File: src/rtl/sigmoid_inv_8bit.sv
// Inverse sigmoid: bisection search for the smallest Q4.4 x whose forward sigmoid model reaches y.
// Optional residual output f(out_x) - y is enabled with the SIGMOID_INV_RESID_EN macro.
module sigmoid_inv_8bit #(
    parameter int ITERATIONS = 8
) (
    input  logic       clk,
    input  logic       rst,
    input  logic       in_valid,
    output logic       in_ready,
    input  logic [7:0] in_y,
    output logic       out_valid,
    input  logic       out_ready,
`ifdef SIGMOID_INV_RESID_EN
    output logic [7:0] out_resid,
`endif
    output logic [7:0] out_x
);

    localparam int ITER_W = $clog2(ITERATIONS + 1);

    localparam logic [1:0] S_IDLE   = 2'd0;
    localparam logic [1:0] S_SEARCH = 2'd1;
    localparam logic [1:0] S_DONE   = 2'd2;

    // Piecewise-linear forward sigmoid; 10 bits so that 256 (= 1.0) is representable.
    function automatic logic [9:0] fwd(input logic [7:0] x);
        logic [8:0] a;
        logic [9:0] fp;
        a = x[7] ? (9'd256 - {1'b0, x}) : {1'b0, x};
        if (a < 9'd16)
            fp = {a[7:0], 2'b00} + 10'd128;
        else if (a < 9'd38)
            fp = {a, 1'b0} + 10'd160;
        else if (a < 9'd80)
            fp = {2'b00, a[8:1]} + 10'd216;
        else
            fp = 10'd256;
        if (!x[7])
            fwd = (fp > 10'd255) ? 10'd255 : fp;
        else
            fwd = 10'd256 - fp;
    endfunction

    logic [1:0]        state_q, state_d;
    logic [7:0]        lo_q, lo_d;
    logic [7:0]        hi_q, hi_d;
    logic [7:0]        y_q, y_d;
    logic [ITER_W-1:0] iter_q, iter_d;
    logic [7:0]        out_x_q, out_x_d;

    logic [8:0] mid_sum;
    logic [7:0] mid;
    logic [7:0] eval_u;
    logic [9:0] f_eval;
    logic       finalize;
    logic       ge;

    assign mid_sum  = {1'b0, lo_q} + {1'b0, hi_q};
    assign mid      = 8'(mid_sum >> 1);
    assign finalize = (iter_q == ITER_W'(ITERATIONS));

`ifdef SIGMOID_INV_RESID_EN
    logic [7:0] resid_q, resid_d;
    logic [9:0] diff;

    // The finalize cycle reuses the single evaluator on lo to form the residual.
    assign eval_u = finalize ? lo_q : mid;
    assign diff   = f_eval - {2'b00, y_q};
`else
    assign eval_u = mid;
`endif

    // u = x + 128, so flipping the MSB converts the search index back to signed x.
    assign f_eval = fwd(eval_u ^ 8'h80);
    assign ge     = (f_eval >= {2'b00, y_q});

    always_comb begin
        state_d = state_q;
        lo_d    = lo_q;
        hi_d    = hi_q;
        y_d     = y_q;
        iter_d  = iter_q;
        out_x_d = out_x_q;
`ifdef SIGMOID_INV_RESID_EN
        resid_d = resid_q;
`endif
        case (state_q)
            S_IDLE: begin
                if (in_valid) begin
                    y_d     = in_y;
                    lo_d    = 8'd0;
                    hi_d    = 8'd255;
                    iter_d  = '0;
                    state_d = S_SEARCH;
                end
            end
            S_SEARCH: begin
                if (finalize) begin
                    out_x_d = lo_q ^ 8'h80;
`ifdef SIGMOID_INV_RESID_EN
                    if (f_eval < {2'b00, y_q})
                        resid_d = 8'd0;
                    else if (diff > 10'd255)
                        resid_d = 8'd255;
                    else
                        resid_d = diff[7:0];
`endif
                    state_d = S_DONE;
                end else begin
                    if (lo_q < hi_q) begin
                        if (ge)
                            hi_d = mid;
                        else
                            lo_d = mid + 8'd1;
                    end
                    iter_d = iter_q + 1'b1;
                end
            end
            S_DONE: begin
                if (out_ready)
                    state_d = S_IDLE;
            end
            default: state_d = S_IDLE;
        endcase
    end

    always_ff @(posedge clk) begin
        if (rst) begin
            state_q <= S_IDLE;
            lo_q    <= 8'd0;
            hi_q    <= 8'd255;
            y_q     <= 8'd0;
            iter_q  <= '0;
            out_x_q <= 8'd0;
`ifdef SIGMOID_INV_RESID_EN
            resid_q <= 8'd0;
`endif
        end else begin
            state_q <= state_d;
            lo_q    <= lo_d;
            hi_q    <= hi_d;
            y_q     <= y_d;
            iter_q  <= iter_d;
            out_x_q <= out_x_d;
`ifdef SIGMOID_INV_RESID_EN
            resid_q <= resid_d;
`endif
        end
    end

    assign in_ready  = (state_q == S_IDLE);
    assign out_valid = (state_q == S_DONE);
    assign out_x     = out_x_q;
`ifdef SIGMOID_INV_RESID_EN
    assign out_resid = resid_q;
`endif

endmodule

File: config.mk
export PLATFORM = sky130hd
export DESIGN_NAME = sigmoid_inv_8bit
export DESIGN_NICKNAME = d
export VERILOG_FILES = /design/src/rtl/sigmoid_inv_8bit.sv
export SDC_FILE = /design/constraint.sdc
export NUM_CORES = 1
export LEC_CHECK = 0
export BUFFER_PORTS_ARGS = -buffer_cell sky130_fd_sc_hd__buf_2
export CORE_MARGIN = 8
export CORE_UTILIZATION = 45
export CTS_CLUSTER_SIZE = 28
export DETAILED_ROUTE_END_ITERATION = 16
export HOLD_SLACK_MARGIN = 0.15
export PLACE_DENSITY = 0.66
export SLEW_MARGIN = 25
export SYNTH_ARGS = -nofsm -noshare
export SYNTH_HDL_FRONTEND = slang
export SYNTH_SLANG_ARGS = --single-unit
File: constraint.sdc
create_clock -name clk -period 6.55 [get_ports clk]
set_input_delay 1.31 -clock clk [delete_from_list [all_inputs] [get_ports clk]]
set_output_delay 1.31 -clock clk [all_outputs]
set_load 0.05 [all_outputs]
# Yosys cells after proc, flatten, opt, wreduce, memory -nomap -nowiden
# Cells that the tools add are included.
[op_classes]
n_eq_ne = 10
reduce_logical = 8
mux = 23
n_addsub = 8
n_bitwise = 2
n_lt_le_gt_ge = 6
[ops]
columns = ["operator", "count"]
rows = [
  ["two-way mux 8 bit", 8],
  ["two-way mux 10 bit", 4],
  ["one-hot mux 8 bit (2 select lines)", 2],
  ["adder 10 x 8 -> 10 bit (second input constant)", 2],
  ["two-way mux 9 bit", 2],
  ["inequality test 2 bit (second input constant)", 6],
  [">= comparator 10 x 8 -> 1 bit", 1],
  ["greater-than comparator 10 x 8 -> 1 bit (second input constant)", 1],
  ["AND reduction 5 bit", 2],
  ["subtractor 9 x 10 -> 10 bit (first input constant)", 1],
  ["adder 8 x 8 -> 9 bit", 1],
  ["adder 8 x 8 -> 9 bit (second input constant)", 1],
  ["less-than comparator 9 x 5 -> 1 bit (second input constant)", 1],
  ["less-than comparator 9 x 6 -> 1 bit (second input constant)", 1],
  ["less-than comparator 9 x 7 -> 1 bit (second input constant)", 1],
  ["subtractor 9 x 8 -> 9 bit (first input constant)", 1],
  ["adder 8 x 1 -> 8 bit (second input constant)", 1],
  ["less-than comparator 8 bit", 1],
  ["two-way mux 4 bit", 2],
  ["one-hot mux 4 bit (2 select lines)", 1],
  ["two-way mux 2 bit", 3],
  ["one-hot mux 2 bit (3 select lines)", 1],
  ["AND reduction 3 bit", 2],
  ["adder 4 x 1 -> 4 bit (second input constant)", 1],
  ["other kinds (8)", 10],
]
[word_totals]
reg_bits = 38
output_inout_bits = 10
elab_cells = 63
input_bits = 12

# Logic depth before layout (Yosys ltp)
[depth]
depth_word = 16
mapped_depth = 31
depth_no_buf = 30

# Worst setup path after synthesis
# Ideal clock, no wire load.
[synth_path]
kind = "flip-flop to flip-flop"
startpoint = "reg hi_q[0]"
endpoint = "reg hi_q[3]"
path_slack_ns = 0.462
path_stages_with_launch = 30
setup_time_ns = 0.118
path_buffers = 0
synth_period_minus_slack_ns = 6.088
arrival_ns = 5.971
t_required_ns = 6.432
cell_sequence = "dfxtp_1 > and2_1 > fa_1 > nor2b_1 > o311a_1 > o31a_1 > nor2_1 > a31oi_4 > nor4b_1 > a211oi_2 > nand2_1 > o21ai_0 > o21ai_0 > inv_1 > ha_1 > nor2_1 > a21oi_1 > ha_1 > a21o_1 > a21o_1 > a21o_1 > a21o_1 > a21o_1 > a21o_1 > a21oi_1 > nand4_1 > o41a_1 > o31a_1 > o22ai_1 > nand2b_1"
[synth_via]
elab_chain_len = 14
elab_cells_between_ends = 26
cone_classes = "add/sub: 6; order compare: 6; eq/ne: 2; mux: 10; bitwise: 1; reduce/logical: 1"
[synth_lines]
columns = ["element", "line_no", "source"]
rows = [
  ["start, declared", "46", "logic [7:0] hi_q, hi_d;"],
  ["start signal, assigned", "141", "hi_q <= hi_d;"],
  ["adder 8 x 8 -> 9 bit", "58", "assign mid_sum = {1'b0, lo_q} + {1'b0, hi_q};"],
  ["inverter 1 bit (no source line)", "--", ""],
  ["subtractor 9 x 8 -> 9 bit", "29", "a = x[7] ? (9'd256 - {1'b0, x}) : {1'b0, x};"],
  ["two-way mux 9 bit", "29", ""],
  ["adder 8 x 8 -> 9 bit / less-than comparator 9 x 7 -> 1 bit (equally long branches)", "35, 34", ""],
  ["two-way mux 9 bit", "34", "else if (a < 9'd80)"],
  ["two-way mux 10 bit", "32", "else if (a < 9'd38)"],
  ["two-way mux 10 bit", "30", "if (a < 9'd16)"],
  ["greater-than comparator 10 x 8 -> 1 bit", "39", "fwd = (fp > 10'd255) ? 10'd255 : fp;"],
  ["two-way mux 10 bit", "39", ""],
  ["two-way mux 10 bit", "38", "if (!x[7])"],
  [">= comparator 10 x 8 -> 1 bit", "75", "assign ge = (f_eval >= {2'b00, y_q});"],
  ["inequality test 2 bit (no source line)", "--", ""],
  ["AND reduction 5 bit (no source line)", "--", ""],
]
# Parallel ways exist; a longest one is shown, timed or not. The select of a mux whose other input is x is not followed.
# A chain may end at the register's enable or synchronous reset.

# Worst setup path after layout
[layout_path]
startpoint = "reg hi_q[0]"
endpoint = "reg hi_q[0]"
# The elaborated chain is that of the path after synthesis.

==> metrics.md <==
| Metric | Value |
|---|---|
| CP max FO | 8 |
| Worst path most repeated cell | a21o_1 |
| H-tree depth | 2 |
| Worst setup SP type | flip-flop |
| CTS Hold Buffers Added | 0 |
| Reg clk slew, reported paths | 70 ps |
| Via/cell ratio | 5.50 |
| Buffers on Ports | 21 |
| Worst Path Buf+Inv | 1 |
| Die area | 10100 sq um |
| Yosys cell types | 71 |
| Cell internal pwr | 0.645 mW |
| Synth warn | 0 |
| Slew Viols, Final | 0 |
| Total congestion overflow | 0 |
| CP endpoint kind | flip-flop |
| Most frequent cells in the layout | 42 x nor2_1, 38 x inv_1, 36 x dfxtp_1 |
| Die width | 101 microns |
| CTS tree | done |
| GPL Wtd Cong | 0.866 |
| RR Startpoint | hi_q[0]$_SDFFE_PP1P_ |
| Switching fraction of total power | 42.3% |
| Mapped Nets | 442 |
| Critical path class | flip-flop to flip-flop |
| Detailed Route WL | 8050 microns |
| Final ANT Viol Nets | 0 |
| Area leader, netlist | dfxtp_1 |
| Top post-synthesis cells by area | dfxtp_1 24%, ha_1 12%, nor2_1 5.3%, xnor2_1 4.9%, inv_1 4.6% |
| FF-to-FF path depth | 29 |
| Power Dens Cells | 286 nW/um^2 |
| Fraction of the cycle the final worst path needs | 96.3% |
| Post-synth top flop | dfxtp_1 |
| Setup TNS | 0 ps |
| Share of cells above drive strength 1 | 24.6% |
| Core Region | 7100 sq um |
| Initial core utilization | 45.3% |
| R2r setup slk | 250 ps |
| CP required | 6730 ps |
| Seq cells post-synth | 38 |
| Pin count of the biggest net entering global routing | 40 |
| Max Cap Violations | 0 |
| Post-Syn Area | 3210 sq um |
| Rel. slew slack | 38.3% |
| Post-synth EDFFs | 0 |
| Vias in the first global route | 2768 |
| Final hold violations | 0 |
| Die height | 101 microns |
| Final worst slack | 246 ps |
| Reg2reg end | hi_q[0]$_SDFFE_PP1P_ |
| Post-Syn Instances | 399 |
| Antenna diodes | 0 |
| Power share of the clock group | 14.8% |
| Gr usage total | 15.5% |
| Critical Path Slowest Stage Cell | o41a_1 |
| Most common library cell in the layout ignoring fill and taps | nor2_1 |
| Net count, final | 489 |
| Fmax | 0.159 GHz |
| First-pass GRT wire length | 13100 microns |
| Yosys top cell area share | 23.7% |
| Clk buf depth | 2 |
| CTS Buf Count | 5 |
| Worst EP arrival | 6480 ps |
| Final HPWL DP | 5980 microns |
| Clk Latency, worst-skew pair | 280 ps |
| Initial antenna violation count | 0 |
| Peak VDD IR | 244 uV |
| Rows | 31 |
| Post-DR wirelength/cell | 14.7 microns |
| Starting DRT DRC Count | 182 |
| Clock Skew | 3.92 ps |
| Setup violators final | 0 |
| Fillers | 641 |
| Hold Path Depth | 2 |
| Worst Max-Slew Pin Slew | 922 ps |
| Clock sink total | 38 |
| Worst hold endpoint | y_q[6]$_SDFFE_PP0P_ |
| IO Count | 22 |
| Via count | 3005 |
| Switching power | 0.472 mW |
| Minimum clock period | 6300 ps |
| Place WS | 52.6 ps |
| Root buffer cell | clkbuf_8 |
| Flop pwr share | 21.7% |
| Syn_area_per_cell | 8.06 sq um |
| Leakage power | 1.71 nW |
| Worst path top cell family by delay | compound AO/OA/AOI/OAI gates |
| Critical hold path startpoint | y_q[6]$_SDFFE_PP0P_ |
| Drt drc | 0 |
| Critical path's largest stage delay | 480 ps |
| Area Growth Syn to Fin | 21.4% |
| Async set or reset register ratio after synthesis | 0% |
| First drt pass iteration count | 4 |
| Comb power frac | 63.4% |
| Seq/Total Area, Yosys | 23.7% |
| Outcome | finished clean |
| Worst min path class | flip-flop to flip-flop |
[worst register-to-register path: cells and delay by family (launching register included)]
kind,cells,cell delay [ps]
buffers and inverters,1,60
xor gates and xnor gates,1,180
DFF,1,330
adders and majority gates,3,910
and+or+nand+nor,9,1460
AOI/OAI and AO/OA,15,3260
[sequential cells by signal, indices dropped and copies added, names as in the netlist]
| register | count |
|---|---|
| out_x | 8 |
| iter_q | 4 |
| y_q | 8 |
| lo_q | 8 |
| state_q | 2 |
| hi_q | 8 |
[how the worst max path moves through the flow]
stage | start | to | slack (ps) | cells after the start
2_1_floorplan | hi_q[0]$_SDFFE_PP1P_ | hi_q[3]$_SDFFE_PP1P_ | 460 | 29
3_3_place_gp | hi_q[0]$_SDFFE_PP1P_ | hi_q[4]$_SDFFE_PP1P_ | 140 | 29
3_5_place_dp | hi_q[0]$_SDFFE_PP1P_ | hi_q[4]$_SDFFE_PP1P_ | 50 | 29
4_1_cts | hi_q[0]$_SDFFE_PP1P_ | hi_q[3]$_SDFFE_PP1P_ | 30 | 29
5_1_grt | hi_q[0]$_SDFFE_PP1P_ | hi_q[0]$_SDFFE_PP1P_ | -100 | 30
6_report | hi_q[0]$_SDFFE_PP1P_ | hi_q[0]$_SDFFE_PP1P_ | 250 | 29
[repair_timing]
item / CTS / global route
setup buffers: 0 / 11
endpoints found under the setup margin: 0 / 16
hold endpoints to repair: 0 / 0
resized for setup: 0 / 42
[cells in the mapped netlist, types with 2 or more instances]
master	number
a21o_1	10
a21oi_1	21
a221oi_1	2
a22oi_1	4
a31oi_1	2
and2_1	3
and3_2	2
buf_2	3
clkbuf_1	5
clkbuf_8	2
dfxtp_1	38
ha_1	30
inv_1	39
mux2i_1	10
nand2_1	30
nand2b_1	14
nand3_1	7
nand4_1	6
nor2_1	45
nor2b_1	5
nor3_1	11
nor4_1	2
nor4b_1	2
o211a_1	2
o211ai_1	4
o21a_1	2
o21ai_0	9
o22ai_1	10
o31a_1	5
o31ai_1	2
o32ai_1	9
or2_2	2
or4_1	2
xnor2_1	18
xor2_1	5
[area by class of cell]
type	instances	area [sq um]	share of cell area (%)
Sequential cell	38	763	19.6
Clock inverter	1	5.00	0.128
Clock buffer	7	86.3	2.21
Timing Repair Buffer	51	330	8.46
Multi-Input combinational cell	311	2450	62.7
Inverter	39	146	3.75
Tap cell	99	124	3.17
[layer usage]
layer | part of all wire, % | global-route usage [%] | vias to the layer above
li1 | - | - | 1527
met1 | 48 | 21.7 | 1400
met2 | 45 | 24.2 | 66
met3 | 4.2 | 1.66 | 12
met4 | 2.1 | 5.23 | 0
met5 | 0 | 0 | -
[power by group through the flow]
stage | registers, mW | clock network (mW) | logic [mW]
final | 0.243 | 0.166 | 0.709
after global routing | 0.244 | 0.179 | 0.790
after CTS | 0.243 | 0.170 | 0.620
after detailed placement | 0.248 | 0 | 0.616
after global placement | 0.248 | 0 | 0.605
after floorplan | 0.247 | 0 | 0.490
[metrics by stage]
stage	total power [mW]	util, %	std cells	hold slack [ps]	cell area, sq um
2_1_floorplan	0.736	-	399	436	3210
3_3_place_gp	0.853	49.6	527	444	3520
5_1_grt	1.21	55.0	546	487	3900
6_report	1.12	55.0	546	460	3900
3_5_place_dp	0.864	49.6	527	450	3520
4_1_cts	1.03	50.9	535	462	3610
[logic make-up after synthesis]
logic type      Yosys count  share of synthesized area, %
xor+xnor                 25                          7.47
buf+inv                  50                          6.62
mux                      11                          3.46
fa+ha+maj                31                          12.3
simple gates            142                          22.6
compound gates          102                          23.9
flops                    38                          23.7
Power figures use the tool's default switching activity.
